`src/rtl/cgra_im_loader_pkg.sv`:
```
// Shared CGRA definitions: loader FSM encoding and host header field layout.
package cgra_im_loader_pkg;

    typedef enum logic [2:0] {
        S_IDLE    = 3'd0,
        S_ID_DATA = 3'd1,
        S_IMM_LO  = 3'd2,
        S_IMM_HI  = 3'd3,
        S_DONE    = 3'd4
    } state_e;

    // Header beat layout: bank=[7:0], start address=[15:8], count=[31:16]
    localparam int HDR_BANK_LSB = 0;
    localparam int HDR_BANK_W   = 8;
    localparam int HDR_ADDR_LSB = 8;
    localparam int HDR_ADDR_W   = 8;
    localparam int HDR_CNT_LSB  = 16;
    localparam int HDR_CNT_W    = 16;

endpackage

```
`src/rtl/cgra_im_loader.sv`:
```
// Host-stream loader for the CGRA instruction memories. A header beat selects
// a bank, start address and word count; data beats follow and are written to
// the selected bank one word per beat (ID banks) or one word per two beats
// (IMM banks, low word first).
module cgra_im_loader
    import cgra_im_loader_pkg::*;
#(
    parameter int D_WIDTH           = 32,
    parameter int I_WIDTH           = 12,
    parameter int I_IMM_WIDTH       = 33,
    parameter int IM_MEM_ADDR_WIDTH = 8,
    parameter int NUM_ID            = 6,
    parameter int NUM_IMM           = 3
) (
    input  logic                         iClk,
    input  logic                         iReset_n,
    input  logic [D_WIDTH-1:0]           iHost_Data,
    input  logic                         iHost_Valid,
    output logic                         oHost_Ready,
    input  logic                         iAbort,
    output logic [NUM_ID+NUM_IMM-1:0]    oIM_WriteEnable,
    output logic [IM_MEM_ADDR_WIDTH-1:0] oIM_WriteAddress,
    output logic [I_WIDTH-1:0]           oIM_WriteData,
    output logic [I_IMM_WIDTH-1:0]       oIM_WriteData_IMM,
    output logic                         oBusy,
    output logic                         oDone,
    output logic                         oError
);

    localparam int NB = NUM_ID + NUM_IMM;
    localparam int AW = IM_MEM_ADDR_WIDTH;
    localparam int CW = AW + 1;              // must hold a full-memory count
    localparam int HW = I_IMM_WIDTH - D_WIDTH;

    state_e                 state_q, state_d;
    logic [HDR_BANK_W-1:0]  bank_q, bank_d;
    logic [AW-1:0]          addr_q, addr_d;
    logic [CW-1:0]          cnt_q, cnt_d;
    logic [D_WIDTH-1:0]     lo_q, lo_d;
    logic [NB-1:0]          we_q, we_d;
    logic [AW-1:0]          wr_addr_q, wr_addr_d;
    logic [I_WIDTH-1:0]     wr_data_q, wr_data_d;
    logic [I_IMM_WIDTH-1:0] wr_imm_q, wr_imm_d;
    logic                   err_q, err_d;

    logic [HDR_BANK_W-1:0]  hdr_bank;
    logic [HDR_ADDR_W-1:0]  hdr_addr;
    logic [HDR_CNT_W-1:0]   hdr_cnt;
    logic                   hdr_bad, hdr_is_imm;
    logic [NB-1:0]          sel_oh;
    logic                   beat, last;

    assign oHost_Ready       = (state_q != S_DONE);
    assign oBusy             = (state_q == S_ID_DATA) || (state_q == S_IMM_LO) ||
                               (state_q == S_IMM_HI);
    assign oDone             = (state_q == S_DONE);
    assign oError            = err_q;
    assign oIM_WriteEnable   = we_q;
    assign oIM_WriteAddress  = wr_addr_q;
    assign oIM_WriteData     = wr_data_q;
    assign oIM_WriteData_IMM = wr_imm_q;

    assign beat = iHost_Valid && oHost_Ready;
    assign last = (cnt_q == CW'(1));

    // Header decode: field extraction and legality of bank/count
    always_comb begin
        hdr_bank   = iHost_Data[HDR_BANK_LSB +: HDR_BANK_W];
        hdr_addr   = iHost_Data[HDR_ADDR_LSB +: HDR_ADDR_W];
        hdr_cnt    = iHost_Data[HDR_CNT_LSB  +: HDR_CNT_W];
        hdr_bad    = (32'(hdr_bank) >= NB) ||
                     (32'(hdr_cnt) > (32'd1 << AW));
        hdr_is_imm = (32'(hdr_bank) >= NUM_ID);
    end

    // One-hot strobe for the latched bank
    always_comb begin
        sel_oh = '0;
        for (int b = 0; b < NB; b++) begin
            sel_oh[b] = (32'(bank_q) == b);
        end
    end

    // Next-state and write generation; abort overrides any beat this cycle
    always_comb begin
        state_d   = state_q;
        bank_d    = bank_q;
        addr_d    = addr_q;
        cnt_d     = cnt_q;
        lo_d      = lo_q;
        we_d      = '0;
        wr_addr_d = wr_addr_q;
        wr_data_d = wr_data_q;
        wr_imm_d  = wr_imm_q;
        err_d     = 1'b0;
        if (iAbort) begin
            state_d = S_IDLE;
        end else begin
            case (state_q)
                S_IDLE: begin
                    if (beat) begin
                        if (hdr_bad) begin
                            err_d = 1'b1;
                        end else if (hdr_cnt == '0) begin
                            state_d = S_DONE;
                        end else begin
                            bank_d  = hdr_bank;
                            addr_d  = AW'(hdr_addr);
                            cnt_d   = CW'(hdr_cnt);
                            state_d = hdr_is_imm ? S_IMM_LO : S_ID_DATA;
                        end
                    end
                end
                S_ID_DATA: begin
                    if (beat) begin
                        we_d      = sel_oh;
                        wr_addr_d = addr_q;
                        wr_data_d = iHost_Data[I_WIDTH-1:0];
                        addr_d    = addr_q + AW'(1);
                        cnt_d     = cnt_q - CW'(1);
                        if (last) state_d = S_DONE;
                    end
                end
                S_IMM_LO: begin
                    if (beat) begin
                        lo_d    = iHost_Data;
                        state_d = S_IMM_HI;
                    end
                end
                S_IMM_HI: begin
                    if (beat) begin
                        we_d      = sel_oh;
                        wr_addr_d = addr_q;
                        wr_imm_d  = {iHost_Data[HW-1:0], lo_q};
                        addr_d    = addr_q + AW'(1);
                        cnt_d     = cnt_q - CW'(1);
                        state_d   = last ? S_DONE : S_IMM_LO;
                    end
                end
                S_DONE:  state_d = S_IDLE;
                default: state_d = S_IDLE;
            endcase
        end
    end

    // State, load context and registered write port
    always_ff @(posedge iClk or negedge iReset_n) begin
        if (!iReset_n) begin
            state_q   <= S_IDLE;
            bank_q    <= '0;
            addr_q    <= '0;
            cnt_q     <= '0;
            lo_q      <= '0;
            we_q      <= '0;
            wr_addr_q <= '0;
            wr_data_q <= '0;
            wr_imm_q  <= '0;
            err_q     <= 1'b0;
        end else begin
            state_q   <= state_d;
            bank_q    <= bank_d;
            addr_q    <= addr_d;
            cnt_q     <= cnt_d;
            lo_q      <= lo_d;
            we_q      <= we_d;
            wr_addr_q <= wr_addr_d;
            wr_data_q <= wr_data_d;
            wr_imm_q  <= wr_imm_d;
            err_q     <= err_d;
        end
    end

endmodule

```
`config.mk`:
```
export PLATFORM = sky130hd
export DESIGN_NAME = cgra_im_loader
export DESIGN_NICKNAME = d
export VERILOG_FILES = /design/src/rtl/cgra_im_loader_pkg.sv /design/src/rtl/cgra_im_loader.sv
export SDC_FILE = /design/constraint.sdc
export NUM_CORES = 1
export LEC_CHECK = 0
export ABC_AREA = 1
export CAP_MARGIN = 20
export CORE_ASPECT_RATIO = 0.7
export CORE_UTILIZATION = 38
export CTS_CLUSTER_SIZE = 28
export DETAILED_ROUTE_END_ITERATION = 7
export HOLD_SLACK_MARGIN = 0.03
export PLACE_DENSITY_LB_ADDON = 0.1
export SLEW_MARGIN = 10
export SYNTH_ARGS = -nofsm -noshare
export SYNTH_HDL_FRONTEND = slang
export SYNTH_SLANG_ARGS = --single-unit
```
`constraint.sdc`:
```
create_clock -name iClk -period 1.7 [get_ports iClk]
set_input_delay 0.51 -clock iClk [delete_from_list [all_inputs] [get_ports iClk]]
set_output_delay 0.51 -clock iClk [all_outputs]
set_load 0.02 [all_outputs]
```
==> summary.md, run 1 <==
| Metric | Value |
|---|---|
| # nets final | `898` |
| Internal power | `0.008958 W` |
| WL final | `17,090 um` |
| Final TNS setup | `-963.1 ps` |
| Crit path depth | `4` |
| Most frequent CP cell | `buf_4` |
| Status | `finished, violations left` |
| Slew @ Worst Pin | `603.9 ps` |
| Total grt overflow | `0` |
| Core Area | `0.01401 mm^2` |
| Htree depth | `4` |
| Max IR drop VDD | `802.7 uV` |
| Buf+Inv Stages, Crit Path | `2` |
| Clock network power share | `29.5%` |
| Initial antenna violation count | `0` |
| IO buf count | `101` |
| GRT Overall Usage | `23.64%` |
| Ranking of synthesized cells by area | `dfrtp_1 56%, nand2_1 16%, o21ai_0 6.2%` |
| Chip Width | `145.5 um` |
| Clock tree from TritonCTS | `done` |
| Capture point of the worst reg-to-reg path | `lo_q[6]` |
| Critical Path RT | `1190 ps` |
| CP peak stage delay | `390 ps` |
| Normalized max-slew margin | `59.74%` |
| Final worst-path setup slack | `-74.95 ps` |
| Antenna diodes | `0` |
| R2R Path Start | `state_q[1]` |
| Yosys warns | `0` |
| Slew Viols, Final | `0` |
| Share of total power in sequential cells | `33.2%` |
| Worst Hold Class | `in2reg` |
| Cells after DPL | `998` |
| Routed Antenna Nets | `0` |
| Longest Clk Path Bufs | `2` |
| Setup Crit Path Kind | `reg2out` |
| Worst-Skew Late Latency | `410 ps` |
| Worst Setup SP | `state_q[1]` |
| Vias in the first global route | `5,076` |
| Boundary Pins | `102` |
| NetSw | `0.005289 W` |
| Clk slew on worst S/H paths | `60 ps` |
| R2R setup slack | `-40 ps` |
| Sequential element share of the synthesized area | `56.23%` |
| Leading area contributor after synthesis | `dfrtp_1` |
| Final Skew | `6.821 ps` |
| Die height | `102.4 um` |
| Placer Congestion | `0.8612` |
| Failing checks | `negative setup slack` |
| Clk root buf | `clkbuf_16` |
| Post-Layout Cell Count | `1,062` |
| Largest net degree at the start of global routing | `37` |
| Netlist cell types | `22` |
| Max Cap Violations | `0` |
| Cts bufs inserted | `17` |
| Combinational Power Share | `37.4%` |
| Post-Syn Area per Cell | `8.074 um^2` |
| # rows | `36` |
| Most frequent cells in the layout | `202 x nand2_1, 123 x dfrtp_1, 67 x dlygate4sd2_1` |
| Worst setup EP type | `primary output` |
| Critical Path End | `oBusy` |
| Leakage power total | `4.604 nW` |
| Yosys top cell area share | `56.23%` |
| Post-synthesis net count | `717` |
| Vias | `5,317` |
| Area growth syn-to-layout | `58.47%` |
| Min Tclk post-route | `1775 ps` |
| Worst EP arrival | `1260 ps` |
| CP Max Fanout | `3` |
| Slowest cell on the critical path | `dfrtp_1` |
| # clock sinks | `123` |
| Startpoint Class | `flop` |
| Worst Reg-to-Reg Cells | `8` |
| RSZ-0062 raised after global routing | `true` |
| Die Footprint | `0.01490 mm^2` |
| 1st-iter DRT viols | `415` |
| First-pass GRT wire length | `26,940 um` |
| Switching Share | `37.12%` |
| Worst hold slack | `417.7 ps` |
| Gate Count Post-Synth | `678` |
| Drc violations | `0` |
| Delay-heaviest family, CP | `flip-flops` |
| Post-route clock period utilization | `104.4%` |
| Dpl hpwl | `10,820 um` |
| Avg Vias per Cell | `5.007` |
| Synthesized flop and latch total | `123` |
| Commonest non-fill, non-tap cell in the layout | `nand2_1` |
| Cell breakdown of the critical path | `buf_4 > nor2_4 > nor2_2 > buf_4` |
| Overall power | `0.01425 W` |
| Share of cells above drive strength 1 | `25.69%` |
| Final setup fails | `38` |
| Max Fclk | `563.4 MHz` |
| Drt pass-1 iters | `5` |
| Mapped cell area | `0.005474 mm^2` |
| Finished Core Util | `61.92%` |
| Fin. Hold Viols | `0` |
| WL/cell | `16.09 um` |
| PD cells | `1642 mW/mm^2` |
| Initial core utilization | `39.08%` |
[synth_stat cells, drive strengths merged]
library cell  instances
a21oi                16
dfrtp               123
ha                    3
nand4                 2
a31oi                 1
xnor2                 1
nand3                63
nor4                  8
buf                  15
nor3                  3
inv                  49
clkbuf               16
nor2                 59
and2                  1
o21ai                77
nand2               241
[registers in the layout, indices dropped and copies added, names as in the netlist]
name               flops
state_q                3
oError                 1
oIM_WriteEnable        9
cnt_q                  9
bank_q                 8
lo_q                  32
oIM_WriteData_IMM     33
oIM_WriteAddress       8
oIM_WriteData         12
addr_q                 8
[cell families (layout without fill, tap and decap cells)]
kind of cell               count (synthesis)  count (layout)  share of synthesized area (%)
and+or+nand+nor                          377             379                          28.34
DFF                                      123             123                          56.23
AOI/OAI and AO/OA                         94              94                          8.617
buffers and inverters                     80             272                          5.966
adders and majority gates                  3               3                         0.6858
xor gates and xnor gates                   1               1                         0.1600
[layer usage]
| layer | track usage, % | share of wire, % | wire length [um] | up-vias |
|---|---|---|---|---|
| met4 | 4.777 | 1.0 | 175 | 0 |
| met2 | 36.54 | 45 | 7744 | 170 |
| met1 | 33.75 | 48 | 8143 | 2576 |
| li1 | - | - | - | 2558 |
| met3 | 6.071 | 6.0 | 1021 | 13 |
| met5 | 0 | 0 | 0 | - |
[how the worst min path moves through the flow]
| stage | from | slack, ps | endpoint | cells after the start |
|---|---|---|---|---|
| 6_report | iHost_Data[4] | 420 | oIM_WriteData[4] | 3 |
| 4_1_cts | lo_q[15] | 480 | lo_q[15] | 2 |
| 5_1_grt | iHost_Data[4] | 430 | oIM_WriteData[4] | 3 |
| 3_5_place_dp | iReset_n | 430 | oIM_WriteData_IMM[3] | 1 |
| 3_3_place_gp | iReset_n | 430 | oIM_WriteData_IMM[3] | 1 |
| 2_1_floorplan | iReset_n | 210 | addr_q[0] | 0 |
[area by class of cell]
class	instances	area [um^2]
multi-input cells	477	2541
well taps	190	237.7
clock inverters	15	259.0
flip-flops and latches	123	3078
inverters	49	196.4
repair buffers	191	1937
fillers	1194	5334
clock buffers	17	425.4
[power by group through the flow]
stage	Clock, W	Sequential [W]	Combinational (W)
after floorplan	0	0.00507	0.00200
after global placement	0	0.00464	0.00436
after detailed placement	0	0.00468	0.00444
after CTS	0.00424	0.00464	0.00486
after global routing	0.00438	0.00485	0.00586
final	0.00420	0.00473	0.00532
[worst register-to-register path, cell delays in order (launching register included)]
cell     delay, ps
dfrtp_1        390
inv_2           90
buf_4          500
nor3_4          50
buf_4          180
nand2_8         70
buf_6          110
buf_16         160
o21ai_0         90
[metrics by stage]
stage / cell area [um^2] / setup slack, ps
after global placement: 7091 / -573.0
after global routing: 8675 / -154.0
after detailed placement: 7091 / -633.1
after floorplan: 5483 / 9.623
after CTS: 8299 / -139.0
final: 8675 / -74.95
[repair_timing]
action                                 4_1_cts  5_1_grt
hold buffers                                 1        0
gates resized for setup                    172      112
pin swaps                                   16       22
setup buffers                               22        2
endpoints found under the hold margin       18        0
cloned                                       8        5
setup endpoints to repair                  159      121
Note: power is estimated with default switching activity, not from simulation.
==> inputs of run 2 (changes only) <==
- SKIP_LAST_GASP: default -> 1
- clock period: 1.7 -> 1.8 ns (I/O delays scaled with it)
==> summary.md, run 2 (synthesis results as in run 1) <==
| Metric | Value |
|---|---|
| Combinational Power Share | `35.1% (-2.3 points)` |
| Final setup fails | `1 (-97%)` |
| Initial core utilization | `39.08% (unchanged)` |
| Most frequent cells in the layout | `230 x nand2_1, 122 x dfrtp_1, 64 x buf_4` |
| Longest Clk Path Bufs | `2 (unchanged)` |
| Core Area | `0.01401 mm^2 (unchanged)` |
| Drc violations | `0 (unchanged)` |
| # clock sinks | `123 (unchanged)` |
| Startpoint Class | `flop` |
| Clock tree from TritonCTS | `done` |
| Normalized max-slew margin | `70.69% (+11 points)` |
| Initial antenna violation count | `0 (unchanged)` |
| Worst Hold Class | `in2async` |
| Finished Core Util | `57.65% (-4.3 points)` |
| Critical Path RT | `1260 ps (+70 ps)` |
| Vias | `5,110 (-3.9%)` |
| Slew @ Worst Pin | `435.6 ps (-168.2 ps)` |
| Buf+Inv Stages, Crit Path | `3 (+1)` |
| Final worst-path setup slack | `-11.77 ps (+63.17 ps)` |
| Clk root buf | `clkbuf_16` |
| CP peak stage delay | `430 ps (+40 ps)` |
| 1st-iter DRT viols | `349 (-16%)` |
| RSZ-0062 raised after global routing | `true` |
| WL final | `15,990 um (-6.4%)` |
| Largest net degree at the start of global routing | `45 (+22%)` |
| Placer Congestion | `0.8495 (-1.4%)` |
| Worst setup EP type | `primary output` |
| # nets final | `886 (-1.3%)` |
| Boundary Pins | `102 (unchanged)` |
| Die Footprint | `0.01490 mm^2 (unchanged)` |
| GRT Overall Usage | `22.12% (-1.5 points)` |
| Leakage power total | `4.357 nW (-5.4%)` |
| Max IR drop VDD | `554.0 uV (-31%)` |
| IO buf count | `101 (unchanged)` |
| Internal power | `0.007781 W (-13%)` |
| Final Skew | `5.147 ps (-1.674 ps)` |
| Share of cells above drive strength 1 | `17.91% (-7.8 points)` |
| Overall power | `0.01225 W (-14%)` |
| CP Max Fanout | `4 (+1)` |
| Slowest cell on the critical path | `dfrtp_2` |
| Fin area | `0.008077 mm^2 (-6.9%)` |
| Status | `finished, violations left` |
| Commonest non-fill, non-tap cell in the layout | `nand2_1` |
| Max Cap Violations | `0 (unchanged)` |
| Cts bufs inserted | `17 (unchanged)` |
| Dpl hpwl | `10,920 um (+0.93%)` |
| Post-route clock period utilization | `100.7%` |
| Total grt overflow | `0 (unchanged)` |
| WL/cell | `15.23 um (-5.3%)` |
| Clock network power share | `29.3% (-0.2 points)` |
| Delay-heaviest family, CP | `flip-flops` |
| Switching Share | `36.49% (-0.63 points)` |
| Chip Width | `145.5 um (unchanged)` |
| Fillers | `1,276 (+6.9%)` |
| Fin. Hold Viols | `0 (unchanged)` |
| Routed Antenna Nets | `0 (unchanged)` |
| Share of total power in sequential cells | `35.7% (+2.5 points)` |
| NetSw | `0.004471 W (-15%)` |
| Slew Viols, Final | `0 (unchanged)` |
| Vias in the first global route | `4,792 (-5.6%)` |
| Antenna diodes | `0 (unchanged)` |
| Drt pass-1 iters | `4 (-1)` |
| Htree depth | `4 (unchanged)` |
| Worst-Skew Late Latency | `410 ps (about the same)` |
| Cell breakdown of the critical path | `inv_2 > nand2_4 > nor2_4 > inv_2 > buf_6` |
| Min Tclk post-route | `1812 ps` |
| # rows | `36 (unchanged)` |
| Worst EP arrival | `1270 ps (about the same)` |
| Die height | `102.4 um (unchanged)` |
| Placed inst area | `0.007116 mm^2 (+0.35%)` |
| Max Fclk | `551.9 MHz` |
| Avg Vias per Cell | `4.867 (-2.8%)` |
| PD cells | `1517 mW/mm^2 (-7.6%)` |
| Worst hold slack | `69.60 ps (-348.1 ps)` |
| Most frequent CP cell | `inv_2` |
| First-pass GRT wire length | `25,110 um (-6.8%)` |
| Failing checks | `negative setup slack` |
| Placement Setup Slack | `-541.7 ps (+91.37 ps)` |
| Clk slew on worst S/H paths | `50 ps (about the same)` |
| Setup Crit Path Kind | `reg2out` |
| Area growth syn-to-layout | `47.54%` |
| Max reg flops | `33 (unchanged)` |
## run 2: per-layer routing
layer  GRT usage [%]  part of all wire [%]
met1           32.62                    50
met3           5.268                   5.3
met5               0                     0
met2           31.99                    43
met4           7.126                   1.1
## run 2: worst reg2reg max path, stage by stage (launching register included)
cell and delay [ps]:
dfrtp_1 400, inv_2 70, buf_4 130, buf_4 130
nor2_2 120, buf_4 170, nand2_8 90, nor2_4 190
buf_12 150, clkbuf_16 150, nand2_1 50, nand2_1 50
## run 2: final cells by class
class	count	area, um^2	share of cell area [%]
multi-input cells	475	2202	27.27
flip-flops and latches	123	3079	38.13
repair buffers	180	1735	21.49
clock buffers	20	456.7	5.655
repair inverters	1	7.507	0.09295
inverters	49	187.7	2.324
well taps	190	237.7	2.943
clock inverters	12	170.2	2.107
## run 2: metrics by stage
step | setup TNS, ps | cells
floorplan | 0 | 678
global placement | -36700 | 999
detailed placement | -39690 | 999
CTS | -749.1 | 1036
global route | -461.5 | 1050
finish | -11.77 | 1050
## run 2: repair_timing
action,4_1_cts,5_1_grt
resized for setup,93,48
pin swaps,2,13
hold buffers,0,0
setup endpoints to repair,88,100
setup buffers,3,9
cloned,2,5
## run 2: power by group through the flow
| stage | sequential [W] | clock (W) | combinational, W |
|---|---|---|---|
| after floorplan | 0.00479 | 0 | 0.00187 |
| after global placement | 0.00438 | 0 | 0.00418 |
| after detailed placement | 0.00442 | 0 | 0.00427 |
| after CTS | 0.00436 | 0.00364 | 0.00411 |
| after global routing | 0.00449 | 0.00378 | 0.00479 |
| final | 0.00437 | 0.00359 | 0.00430 |
## run 2: worst paths after layout
check	to	cells past startpoint	start	slack (ps)
min in group iClk	lo_q[26]	3	iHost_Data[26]	450
max in group asynchronous	oIM_WriteAddress[2]	2	iReset_n	1150
min	oIM_WriteData_IMM[6]	1	iReset_n	70
max reg2reg	oIM_WriteData_IMM[29]	11	state_q[0]	50
min reg2reg	oIM_WriteAddress[1]	2	oIM_WriteAddress[1]	470
max	oHost_Ready	5	state_q[1]	-10
==> RTL edit (flow settings as in run 2) <==
The 5 states of `state_e` get a one-hot encoding in 5 bits.
--- a/src/rtl/cgra_im_loader_pkg.sv
+++ b/src/rtl/cgra_im_loader_pkg.sv
@@ -2,10 +2,10 @@
 package cgra_im_loader_pkg;
 
-    typedef enum logic [2:0] {
-        S_IDLE    = 3'd0,
-        S_ID_DATA = 3'd1,
-        S_IMM_LO  = 3'd2,
-        S_IMM_HI  = 3'd3,
-        S_DONE    = 3'd4
+    typedef enum logic [4:0] {
+        S_IDLE    = 5'b00001,
+        S_ID_DATA = 5'b00010,
+        S_IMM_LO  = 5'b00100,
+        S_IMM_HI  = 5'b01000,
+        S_DONE    = 5'b10000
     } state_e;
 
Function: no difference found for any inputs over 4 cycles, from zero or initial values and one cycle with iReset_n low; so few cycles prove little.
==> RTL edit against run 2 <==
The run still ends with negative setup slack left. Largest power group unchanged. Critical path depth decreased by 1. Area after synthesis increased by 2.6%. Wire length is 3.0% higher. Critical path type unchanged. Cell count grew 0.29%. Core utilization is 3.6 points higher. Total power shrank 21%. Sequential cell count is 2 higher. Final area is 7.6% higher. Hold slack better by 0.041 ns. Worst setup slack lost 0.15 ns.
==> RTL edit: results (changes against run 2) <==
Parameter                              Value

Outcome
  Run status ... complete, but fails checks (unchanged)
  Violations in the final reports ... negative setup slack (unchanged)

Pwr
  Relative contribution of sequential cells to total power ... 39.5% (was 35.7%)
  P_seq ... 3.81 mW (was 4.37 mW)
  Sw Share ... 32.3% (was 36.5%)
  Leakage power total ... 4.61 nW (was 4.36 nW)

Place
  Detailed Place HPWL ... 10.6 mm (was 10.9 mm)
  Area of placed instances ... 0.00724 mm2 (was 0.00712 mm2)
  Placed instance count ... 995 (was 999)
  Setup slack at placement ... -0.607 ns (was -0.542 ns)

Clocking
  Number of post-CTS setup repair buffers ... 5 (was 3)
  Post_cts resized ... 97 (was 93)

Yosys
  List of most frequent post-synthesis cells ... sky130_fd_sc_hd__nand2_1, sky130_fd_sc_hd__dfrtp_1, sky130_fd_sc_hd__inv_1, sky130_fd_sc_hd__o21ai_0, sky130_fd_sc_hd__nor2_1 (was sky130_fd_sc_hd__nand2_1, sky130_fd_sc_hd__dfrtp_1, sky130_fd_sc_hd__o21ai_0, sky130_fd_sc_hd__nand3_1, sky130_fd_sc_hd__nor2_1)
  Share of synthesized area occupied by flip-flops and latches ... 55.7% (was 56.2%)
  Adder and majority cell fraction of the synthesized area ... 0.668% (was 0.686%)
  Main area contributors after synthesis ... sky130_fd_sc_hd__dfrtp_1, sky130_fd_sc_hd__nand2_1, sky130_fd_sc_hd__o21ai_0 (unchanged)
  Number of distinct standard cells referenced by the synthesized netlist ... 33 (was 22)
  Area share of xor/xnor cells in the synthesized design ... 0.780% (was 0.160%)
  Post-synth net total ... 713 (was 717)

Drt
  Average vias per placed instance ... 4.92 (was 4.87)
  Vias ... 5181 (was 5110)
  Starting DRC count in detailed routing ... 240 (was 349)
  Routed wire per std cell ... 15.6 um (was 15.2 um)

Final layout
  Total number of nets in the final design ... 889 (was 886)
  Layout filler cell count ... 1264 (was 1276)
  Area delta synth->final ... 54.7% (was 47.5%)
  Share of cells above drive strength 1 ... 27.6% (was 17.9%)

Timing
  Setup total negative slack ... -3.86 ns (was -0.0118 ns)
  Clock Skew ... 0.0103 ns (was 0.00515 ns)
  Number of endpoints failing setup at the final stage ... 57 (was 1)
  Final setup slack of the worst path ... -0.166 ns (was -0.0118 ns)
  Max-slew headroom ... 63.2% (was 70.7%)
  Final-layout worst hold slack ... 0.110 ns (was 0.0696 ns)

Setup path
  Delay-heaviest family, CP ... simple AND/OR/NAND/NOR gates (was flip-flops)
  Maximum net fanout on the critical path ... 3 (was 4)
  Critical R2R Launch ... state_q[0] (unchanged)
  Reg2Reg Setup Slack ... -0.12 ns (was 0.05 ns)

Global routing
  Via count of the first global-routing pass ... 4934 (was 4792)
  Total global routing track utilization ... 21.0% (was 22.1%)
  Global-route wire length before repair ... 25.0 mm (was 25.1 mm)
## RTL edit: layer usage
metal / up-vias / wire length (um) / global-route usage [%]
li1: 2502 / - / -
met1: 2537 / 8010 / 30.7
met2: 127 / 7440 / 31.2
met3: 15 / 849 / 4.01
met4: 0 / 174 / 6.48
met5: - / 0 / 0
## RTL edit: worst max-delay path by stage
stage | startpoint | endpoint | slack (ns) | cells past startpoint
global route | state_q[2] | oBusy | -0.23 | 5
floorplan | state_q[0] | oBusy | 0.15 | 4
finish | state_q[2] | oBusy | -0.17 | 4
CTS | state_q[3] | oBusy | -0.16 | 4
detailed placement | iHost_Data[29] | cnt_q[4] | -0.61 | 10
global placement | iHost_Data[29] | cnt_q[5] | -0.50 | 10
## RTL edit: cell type report
class                   count  share of cell area (%)
clock inverters            14                    1.80
multi-input cells         452                    29.5
flip-flops and latches    125                    36.0
inverters                  72                    3.37
repair buffers            182                    21.5
clock buffers              18                    5.05
well taps                 190                    2.74
